[config.mk]
export PLATFORM = sky130hd
export DESIGN_NAME = wb_cmd_master
export DESIGN_NICKNAME = d
export VERILOG_FILES = /design/src/rtl/nd_wb_pkg.sv /design/src/rtl/wb_timeout_ctr.sv /design/src/rtl/wb_cmd_master.sv
export SDC_FILE = /design/constraint.sdc
export NUM_CORES = 1
export LEC_CHECK = 0
export BUFFER_PORTS_ARGS = -buffer_cell sky130_fd_sc_hd__buf_2
export CORE_UTILIZATION = 45
export CTS_BUF_LIST = sky130_fd_sc_hd__clkbuf_2
export CTS_CLUSTER_SIZE = 10
export DETAILED_ROUTE_END_ITERATION = 8
export PLACE_DENSITY = 0.83
export SLEW_MARGIN = 15
export SYNTH_ARGS = -nofsm -noshare
export SYNTH_HDL_FRONTEND = slang
export SYNTH_SLANG_ARGS = --single-unit
[constraint.sdc]
create_clock -name wb_clk_i -period 2.4 [get_ports wb_clk_i]
set_clock_uncertainty 0.2 [all_clocks]
set_input_delay 0.48 -clock wb_clk_i [delete_from_list [all_inputs] [get_ports wb_clk_i]]
set_output_delay 0.48 -clock wb_clk_i [all_outputs]
set_load 0.02 [all_outputs]
[src/rtl/nd_wb_pkg.sv]
// Shared Wishbone definitions: bus widths, the initiator FSM states and the
// default error word returned when a bus cycle is aborted.
package nd_wb_pkg;

  localparam int WB_ADR_W = 32;
  localparam int WB_DAT_W = 32;
  localparam int WB_SEL_W = 4;

  localparam logic [WB_DAT_W-1:0] ERR_DATA_DEFAULT = 32'hDEAD_BEEF;

  typedef enum logic [1:0] {
    IDLE = 2'd0,
    BUS  = 2'd1,
    RESP = 2'd2
  } wb_state_e;

endpackage

[src/rtl/wb_timeout_ctr.sv]
// 16-bit cycle counter with clear/enable; flags the cycle that would be the
// TIMEOUT_CYCLES-th counted cycle so the owner can abort on that same edge.
module wb_timeout_ctr #(
  parameter int unsigned TIMEOUT_CYCLES = 255
) (
  input  logic        clk,
  input  logic        rst_n,
  input  logic        clr,
  input  logic        en,
  output logic [15:0] count,
  output logic        expired
);

  localparam logic [15:0] LAST = 16'(TIMEOUT_CYCLES - 1);

  logic [15:0] count_q;

  always_ff @(posedge clk or negedge rst_n) begin
    if (!rst_n) begin
      count_q <= '0;
    end else if (clr) begin
      count_q <= '0;
    end else if (en) begin
      count_q <= count_q + 16'd1;
    end
  end

  assign count = count_q;
  // count_q already holds TIMEOUT_CYCLES-1 misses: the current one is the last allowed
  assign expired = (count_q >= LAST);

endmodule

[src/rtl/wb_cmd_master.sv]
// Single-outstanding Wishbone classic initiator: valid/ready command stream in,
// one bus cycle per command, read data or timeout error out on a response stream.
module wb_cmd_master
  import nd_wb_pkg::*;
#(
  parameter int unsigned          TIMEOUT_CYCLES = 255,
  parameter logic [WB_DAT_W-1:0]  ERR_DATA       = ERR_DATA_DEFAULT
) (
  input  logic                wb_clk_i,
  input  logic                wb_rst_ni,
  input  logic                cmd_valid_i,
  output logic                cmd_ready_o,
  input  logic                cmd_we_i,
  input  logic [WB_ADR_W-1:0] cmd_adr_i,
  input  logic [WB_DAT_W-1:0] cmd_dat_i,
  input  logic [WB_SEL_W-1:0] cmd_sel_i,
  output logic                rsp_valid_o,
  input  logic                rsp_ready_i,
  output logic [WB_DAT_W-1:0] rsp_dat_o,
  output logic                rsp_err_o,
  output logic                wbm_cyc_o,
  output logic                wbm_stb_o,
  output logic                wbm_we_o,
  output logic [WB_ADR_W-1:0] wbm_adr_o,
  output logic [WB_DAT_W-1:0] wbm_dat_o,
  output logic [WB_SEL_W-1:0] wbm_sel_o,
  input  logic [WB_DAT_W-1:0] wbm_dat_i,
  input  logic                wbm_ack_i
);

  wb_state_e           state_q, state_d;
  logic                load_cmd, ctr_clr, ctr_en, expired;
  logic [15:0]         ctr_count;
  logic                we_q;
  logic [WB_ADR_W-1:0] adr_q;
  logic [WB_DAT_W-1:0] dat_q;
  logic [WB_SEL_W-1:0] sel_q;
  logic [WB_DAT_W-1:0] rsp_dat_q, rsp_dat_d;
  logic                rsp_err_q, rsp_err_d;

  wb_timeout_ctr #(
    .TIMEOUT_CYCLES (TIMEOUT_CYCLES)
  ) u_timeout_ctr (
    .clk     (wb_clk_i),
    .rst_n   (wb_rst_ni),
    .clr     (ctr_clr),
    .en      (ctr_en),
    .count   (ctr_count),
    .expired (expired)
  );

  always_comb begin
    state_d   = state_q;
    load_cmd  = 1'b0;
    ctr_clr   = 1'b0;
    ctr_en    = 1'b0;
    rsp_dat_d = rsp_dat_q;
    rsp_err_d = rsp_err_q;
    case (state_q)
      IDLE: begin
        if (cmd_valid_i) begin
          state_d  = BUS;
          load_cmd = 1'b1;
          ctr_clr  = 1'b1;
        end
      end
      BUS: begin
        // ack is checked first so an ack on the expiry cycle completes normally
        if (wbm_ack_i) begin
          state_d   = RESP;
          rsp_dat_d = we_q ? '0 : wbm_dat_i;
          rsp_err_d = 1'b0;
        end else begin
          ctr_en = 1'b1;
          if (expired) begin
            state_d   = RESP;
            rsp_dat_d = ERR_DATA;
            rsp_err_d = 1'b1;
          end
        end
      end
      RESP: begin
        if (rsp_ready_i) state_d = IDLE;
      end
      default: state_d = IDLE;
    endcase
  end

  always_ff @(posedge wb_clk_i or negedge wb_rst_ni) begin
    if (!wb_rst_ni) begin
      state_q   <= IDLE;
      we_q      <= 1'b0;
      adr_q     <= '0;
      dat_q     <= '0;
      sel_q     <= '0;
      rsp_dat_q <= '0;
      rsp_err_q <= 1'b0;
    end else begin
      state_q   <= state_d;
      rsp_dat_q <= rsp_dat_d;
      rsp_err_q <= rsp_err_d;
      if (load_cmd) begin
        we_q  <= cmd_we_i;
        adr_q <= cmd_adr_i;
        dat_q <= cmd_dat_i;
        sel_q <= cmd_sel_i;
      end
    end
  end

  // All outputs decode flops only; bus fields hold their last command outside BUS
  assign cmd_ready_o = (state_q == IDLE);
  assign wbm_cyc_o   = (state_q == BUS);
  assign wbm_stb_o   = (state_q == BUS);
  assign rsp_valid_o = (state_q == RESP);
  assign rsp_dat_o   = rsp_dat_q;
  assign rsp_err_o   = rsp_err_q;
  assign wbm_we_o    = we_q;
  assign wbm_adr_o   = adr_q;
  assign wbm_dat_o   = dat_q;
  assign wbm_sel_o   = sel_q;

endmodule

==> metrics.cfg, run 1 <==
[status]
status = finished, final reports clean

[synthesis]
yosys.area_share.simple = 0.223
synth-adder-area-share = 0.00512
synth_edf_count = 0
syn_area_per_cell_um2 = 9.27
yosysSeqAreaShare = 0.614
yosys_warnings = 0
synth_top_family_by_area = simple AND/OR/NAND/NOR gates
syn_inst = 527
synthXorXnorAreaFrac = 0.00717
async_flop_share = 1.00
ys_types = 39
synth-main-ff-cell = dfrtp_1
syn_area_um2 = 4890
synth_top_area_share = 0.614
ys_seq_elements = 120
synth_nets = 635
synth_mux_area_frac = 0.00410
synth_compound_area_frac = 0.0978
synthTopCellsByCount = nand2_1, dfrtp_1, a21oi_1
synth_top_area_cell = dfrtp_1
synth_area_leaders = dfrtp_1, nand2_1, a21oi_1
yosysMostFrequentCell = nand2_1

[sta]
worst_pin_slew_ns = 0.766
fin_crit_ns = 2.25
drv_slew = 0
finalSetupViolations = 0
fmax_ghz = 0.444
slew-limit-headroom = 0.489
rsz0062_at_grt = no
fin_crit_sh = 0.939
setup-tns-final_ns = 0
setup_ws_ns = 0.146
hold_viol = 0

[power]
p_comb_frac = 0.474
peakVddDrop_v = 0.000640
leakage_nw = 4.07
p_int_mw = 4.59
p_sw_frac = 0.463
p_seq_frac = 0.399
p_switching_mw = 3.96
p_clk_frac = 0.126
p_per_area_nw_per_um2 = 1170

[route]
num_vias = 5098
viasPerCell = 5.15
final_antenna_net_count = 0
drt-total-wl_um = 15300
dr.first_iter.drc_count = 431
drtPass1Iterations = 5
drc = 0
wl_per_cell_um = 15.4

[worst_setup_path]
regToRegStartpoint = u_timeout_ctr.count[1]
start_kind = register
critical_path_required_ns = 1.72
cp.depth = 2
rr_worst_depth = 5
arrival_ns = 1.57
worst-r2r-setup-slack_ns = 0.34
critPathMaxFanout = 10
path_delay_family = flip-flops
critPathBufInv = 1
crit_slowest_cell = dfrtp_2
worstPathCellList = nor2b_1 > buf_2
critPathMaxStageDelay_ns = 0.50
crit_path_end_kind = output port
worstSetupStartpoint = state_q[1]
crit_type = reg -> out
worstReg2RegEnd = u_timeout_ctr.count[14]
critPathCapture = wbm_cyc_o

[clocking]
htree_levels = 4
cts_root_buffer = clkbuf_2
tritoncts = yes
cts_setup_buffers = 0
cts_buffer_depth = 2
cts.sinks = 120
clock_latency_ns = 0.63
clk_pin_slew_worst_paths_ns = 0.17
numCtsBuffers = 17

[layout]
final_nets = 951
antenna_cells = 0
final_core_util = 0.704
drive_gt1_frac = 0.299
fillers = 693
syn_to_final_growth_pct = 50.1

[die]
fp.dieW_um = 106
placementRows = 37
initial_core_util = 0.469
pin_count = 212
fp.coreArea_um2 = 10400
dieArea_um2 = 11300
die_h_um = 106

[global_routing]
grt_max_degree = 77
grt_pass1_wl_um = 24600
track_usage = 0.281
grt_pass1_vias = 5183
antenna_found_initial = 0
grt-ovfl-total = 0

[placed_design]
place_hpwl_um = 8810
io_buffers = 211
place_congestion = 0.846
place_ws_ns = 0.367

[job]
maxCapViolCount = 0

[hold_path]
hold_path_class = in -> reg

[state kept, by name, summed over array words and instances, names as in the netlist]
name,flops
u_timeout_ctr.count,16
wbm_adr_o,32
wbm_we_o,1
state_q,2
rsp_err_o,1
rsp_dat_o,32
wbm_sel_o,4
wbm_dat_o,32
[stage by stage]
| stage | total power [mW] | cell area [µm²] | cells | hold slack [ns] |
|---|---|---|---|---|
| 6_report | 8.55 | 7340 | 990 | 0.133 |
| 5_1_grt | 9.07 | 7340 | 990 | 0.0635 |
| 4_1_cts | 8.43 | 7340 | 990 | 0.0606 |
| 3_5_place_dp | 7.22 | 6110 | 856 | 0.256 |
| 3_3_place_gp | 7.08 | 6110 | 856 | 0.252 |
| 2_1_floorplan | 5.79 | 4890 | 527 | -0.0156 |
[tightest hold or removal path: cells and delay by family]
family,cells,cell delay [ns]
AND/OR/NAND/NOR,1,0.24
buffers and inverters,1,0.11
AO/OA/AOI/OAI,1,0.09
[metal layers]
layer,part of all wire,up-vias,GRT usage,wire length [µm]
met2,0.49,325,0.464,7410
met3,0.087,56,0.0779,1330
met4,0.040,0,0.146,607
li1,-,2330,-,-
met1,0.39,2387,0.335,5920
met5,0,-,0,0
[placed cells by master, fill, tap and decap left out, types with 3 or more instances in the layout]
master,synthesis,final
nand2_1,217,217
buf_2,7,210
dfrtp_1,120,119
dlygate4sd3_1,0,104
a21oi_1,55,55
inv_1,30,30
clkbuf_2,0,19
nor2_1,10,10
a22o_1,9,9
and3_1,5,5
or4_1,5,5
nand3_1,5,5
o21ai_0,5,5
clkinv_2,0,5
buf_12,0,5
nand4_1,4,4
buf_4,3,4
o31ai_1,3,3
or3_1,3,3
xor2_1,3,3
clkinvlp_4,0,3
[final cells by class]
| class | instances | area [µm²] | area share |
|---|---|---|---|
| clock buffer | 19 | 95.1 | 0.0130 |
| clock inverter | 11 | 85.1 | 0.0116 |
| inverter | 30 | 113 | 0.0153 |
| multi-input combinational | 351 | 1650 | 0.225 |
| sequential | 120 | 3000 | 0.409 |
| tap | 136 | 170 | 0.0232 |
| timing repair buffer | 323 | 2220 | 0.303 |
[power groups by stage]
| stage | clock network, mW | registers, mW | logic, mW |
|---|---|---|---|
| global placement | 0 | 3.37 | 3.72 |
| global route | 1.19 | 3.51 | 4.36 |
| floorplan | 0 | 4.39 | 1.39 |
| detailed placement | 0 | 3.40 | 3.82 |
| CTS | 1.12 | 3.37 | 3.95 |
| finish | 1.08 | 3.41 | 4.06 |
[how the worst min path moves through the flow]
stage                        from             to  cells past startpoint
floorplan               wb_rst_ni   rsp_dat_o[0]                      0
global placement    wbm_dat_o[12]  wbm_dat_o[12]                      2
detailed placement   wbm_adr_o[3]   wbm_adr_o[3]                      2
CTS                   cmd_valid_i     state_q[0]                      3
global route          cmd_valid_i     state_q[0]                      3
finish                cmd_valid_i     state_q[0]                      3
[logic make-up after synthesis]
kind of cell             after synthesis
adder cells (fa/ha/maj)                2
buffers and inverters                 56
multiplexers                           2
AND/OR/NAND/NOR                      262
AO/OA/AOI/OAI                         81
XOR/XNOR                               4
flip-flops                           120
[repair_timing]
item / CTS / global route
hold endpoints to repair: 227 / 0
gates resized for setup: 0 / 1
hold buffers: 104 / 0
endpoints found under the setup margin: 0 / 2
(Power assumes the default switching activity.)
==> run 2, diff against run 1 <==
--- a/config.mk
+++ b/config.mk
@@ -6,6 +6,7 @@
 export NUM_CORES = 1
 export LEC_CHECK = 0
 export BUFFER_PORTS_ARGS = -buffer_cell sky130_fd_sc_hd__buf_2
+export CORE_ASPECT_RATIO = 0.9
 export CORE_UTILIZATION = 45
 export CTS_BUF_LIST = sky130_fd_sc_hd__clkbuf_2
 export CTS_CLUSTER_SIZE = 10
==> run 2 against run 1 <==
The run now ends with DRC left. Power rose by 2.8%. Highest routed layer unchanged. Non-clock buffer count did not move. First-iteration DRC count fell by 18%. Setup slack improved by 0.0093 ns. Flip-flop and latch count did not move. Clock power rose by 19%. Worst hold slack got worse by 0.0076 ns. Largest cell class unchanged. Combinational power barely moved. Sequential power rose by 1%. Sequential share of layout area fell by 0.18 points. Largest power group unchanged.
==> metrics.cfg, run 2 (synthesis gave the netlist of run 1 again) <==
[status]
status = finished, violations left
violations = DRC

[power]
leakage_nw = 4.10
peakVddDrop_v = 0.000715
p_per_area_nw_per_um2 = 1190

[layout]
antenna_cells = 0
final_common_cell = nand2_1
final_cell_mix = nand2_1, buf_2, dfrtp_1
drive_gt1_frac = 0.298
multiInputGateArea_um2 = 1650
final_nets = 951
syn_to_final_growth_pct = 50.7
final_core_util = 0.710
seqCellArea_um2 = 3000
fillers = 708

[worst_setup_path]
start_kind = register
crit_path_end_kind = output port
critPathMaxStageDelay_ns = 0.52
critPathBufInv = 1
crit_slowest_cell = dfrtp_1
worst-r2r-setup-slack_ns = 0.25
crit_type = reg -> out
path_delay_family = flip-flops
critPathMaxFanout = 10
worstPathCellList = nor2b_2 > buf_2
critical_path_required_ns = 1.72
arrival_ns = 1.57

[sta]
worst_pin_slew_ns = 0.737
slew-limit-headroom = 0.508
hold_ws_ns = 0.125
finalSetupViolations = 0
hold_viol = 0
setup-tns-final_ns = 0
drv_slew = 0
fmax_ghz = 0.445
fin_crit_sh = 0.935
fin_crit_ns = 2.25
rsz0062_at_grt = no

[placed_design]
place_congestion = 0.830
io_buffers = 211
place_hpwl_um = 8970

[route]
final_antenna_net_count = 0
wl_per_cell_um = 16.3
drtPass1Iterations = 7
dr.first_iter.drc_count = 353
viasPerCell = 5.20
drt-total-wl_um = 16000
drc = 18
num_vias = 5113

[job]
maxCapViolCount = 0

[global_routing]
grt_max_degree = 59
grt-ovfl-total = 0
grt_pass1_wl_um = 25100
track_usage = 0.293
grt_pass1_vias = 5151
antenna_found_initial = 0

[clocking]
cts_setup_buffers = 0
cts_root_buffer = clkbuf_2
cts_buffer_depth = 2
clock_latency_ns = 0.64
numCtsBuffers = 17
tritoncts = yes
cts.sinks = 120
clk_pin_slew_worst_paths_ns = 0.17
htree_levels = 4

[die]
pin_count = 212
fp.coreArea_um2 = 10400
dieArea_um2 = 11300
initial_core_util = 0.471
placementRows = 35
die_h_um = 101
fp.dieW_um = 112

[hold_path]
hold_path_class = in -> async

## run 2: changes by cell type in the layout (fill, tap and decap cells not counted), sizes merged
| cell | previous run | this run |
|---|---|---|
| clkinv | 7 | 8 |
| bufinv | 1 | 3 |
| clkinvlp | 3 | 1 |
## run 2: final timing paths
kind                                         from                 endpoint  depth (start not counted)
hold reg to reg                     wbm_adr_o[19]            wbm_adr_o[19]                          2
setup / recovery                       state_q[1]                wbm_cyc_o                          2
min in group wb_clk_i                 cmd_valid_i            wbm_dat_o[19]                          4
max in group asynchronous               wb_rst_ni            wbm_dat_o[21]                          3
setup reg to reg           u_timeout_ctr.count[1]  u_timeout_ctr.count[14]                          5
hold / removal                          wb_rst_ni             rsp_dat_o[8]                          2
## run 2: timing repair
item / in CTS / in global routing
hold endpoints to repair: 226 / 0
resized for setup: 0 / 1
hold buffers: 104 / 0
setup endpoints to repair: 0 / 2
## run 2: per-layer routing
layer	global-route usage	wire length [µm]
met5	0	0
met4	0.149	561
met3	0.0968	1470
met2	0.505	8010
met1	0.326	5960
## run 2: stage by stage
step	std cells	setup WS (ns)	cell area, µm²	total power, mW
finish	984	0.155	7370	8.79
global route	984	0.0240	7370	9.32
CTS	984	0.104	7360	8.65
detailed placement	849	0.294	6090	7.23
global placement	849	0.441	6090	7.07
floorplan	527	0.479	4890	5.79
## run 2: cell type report
cell class	count	share of cell area
clock buffers	19	0.0129
clock inverters	12	0.0182
inverters	30	0.0153
multi-input cells	351	0.224
flip-flops and latches	120	0.408
well taps	129	0.0219
repair buffers	323	0.300
## run 2: where the power goes
group	leakage [nW]	internal, mW	total, mW	switching, mW
Sequential	1.49	2.88	3.45	0.568
Clock	0.146	0.564	1.29	0.728
Combinational	2.47	1.35	4.05	2.70
Total	4.10	4.79	8.79	3.99
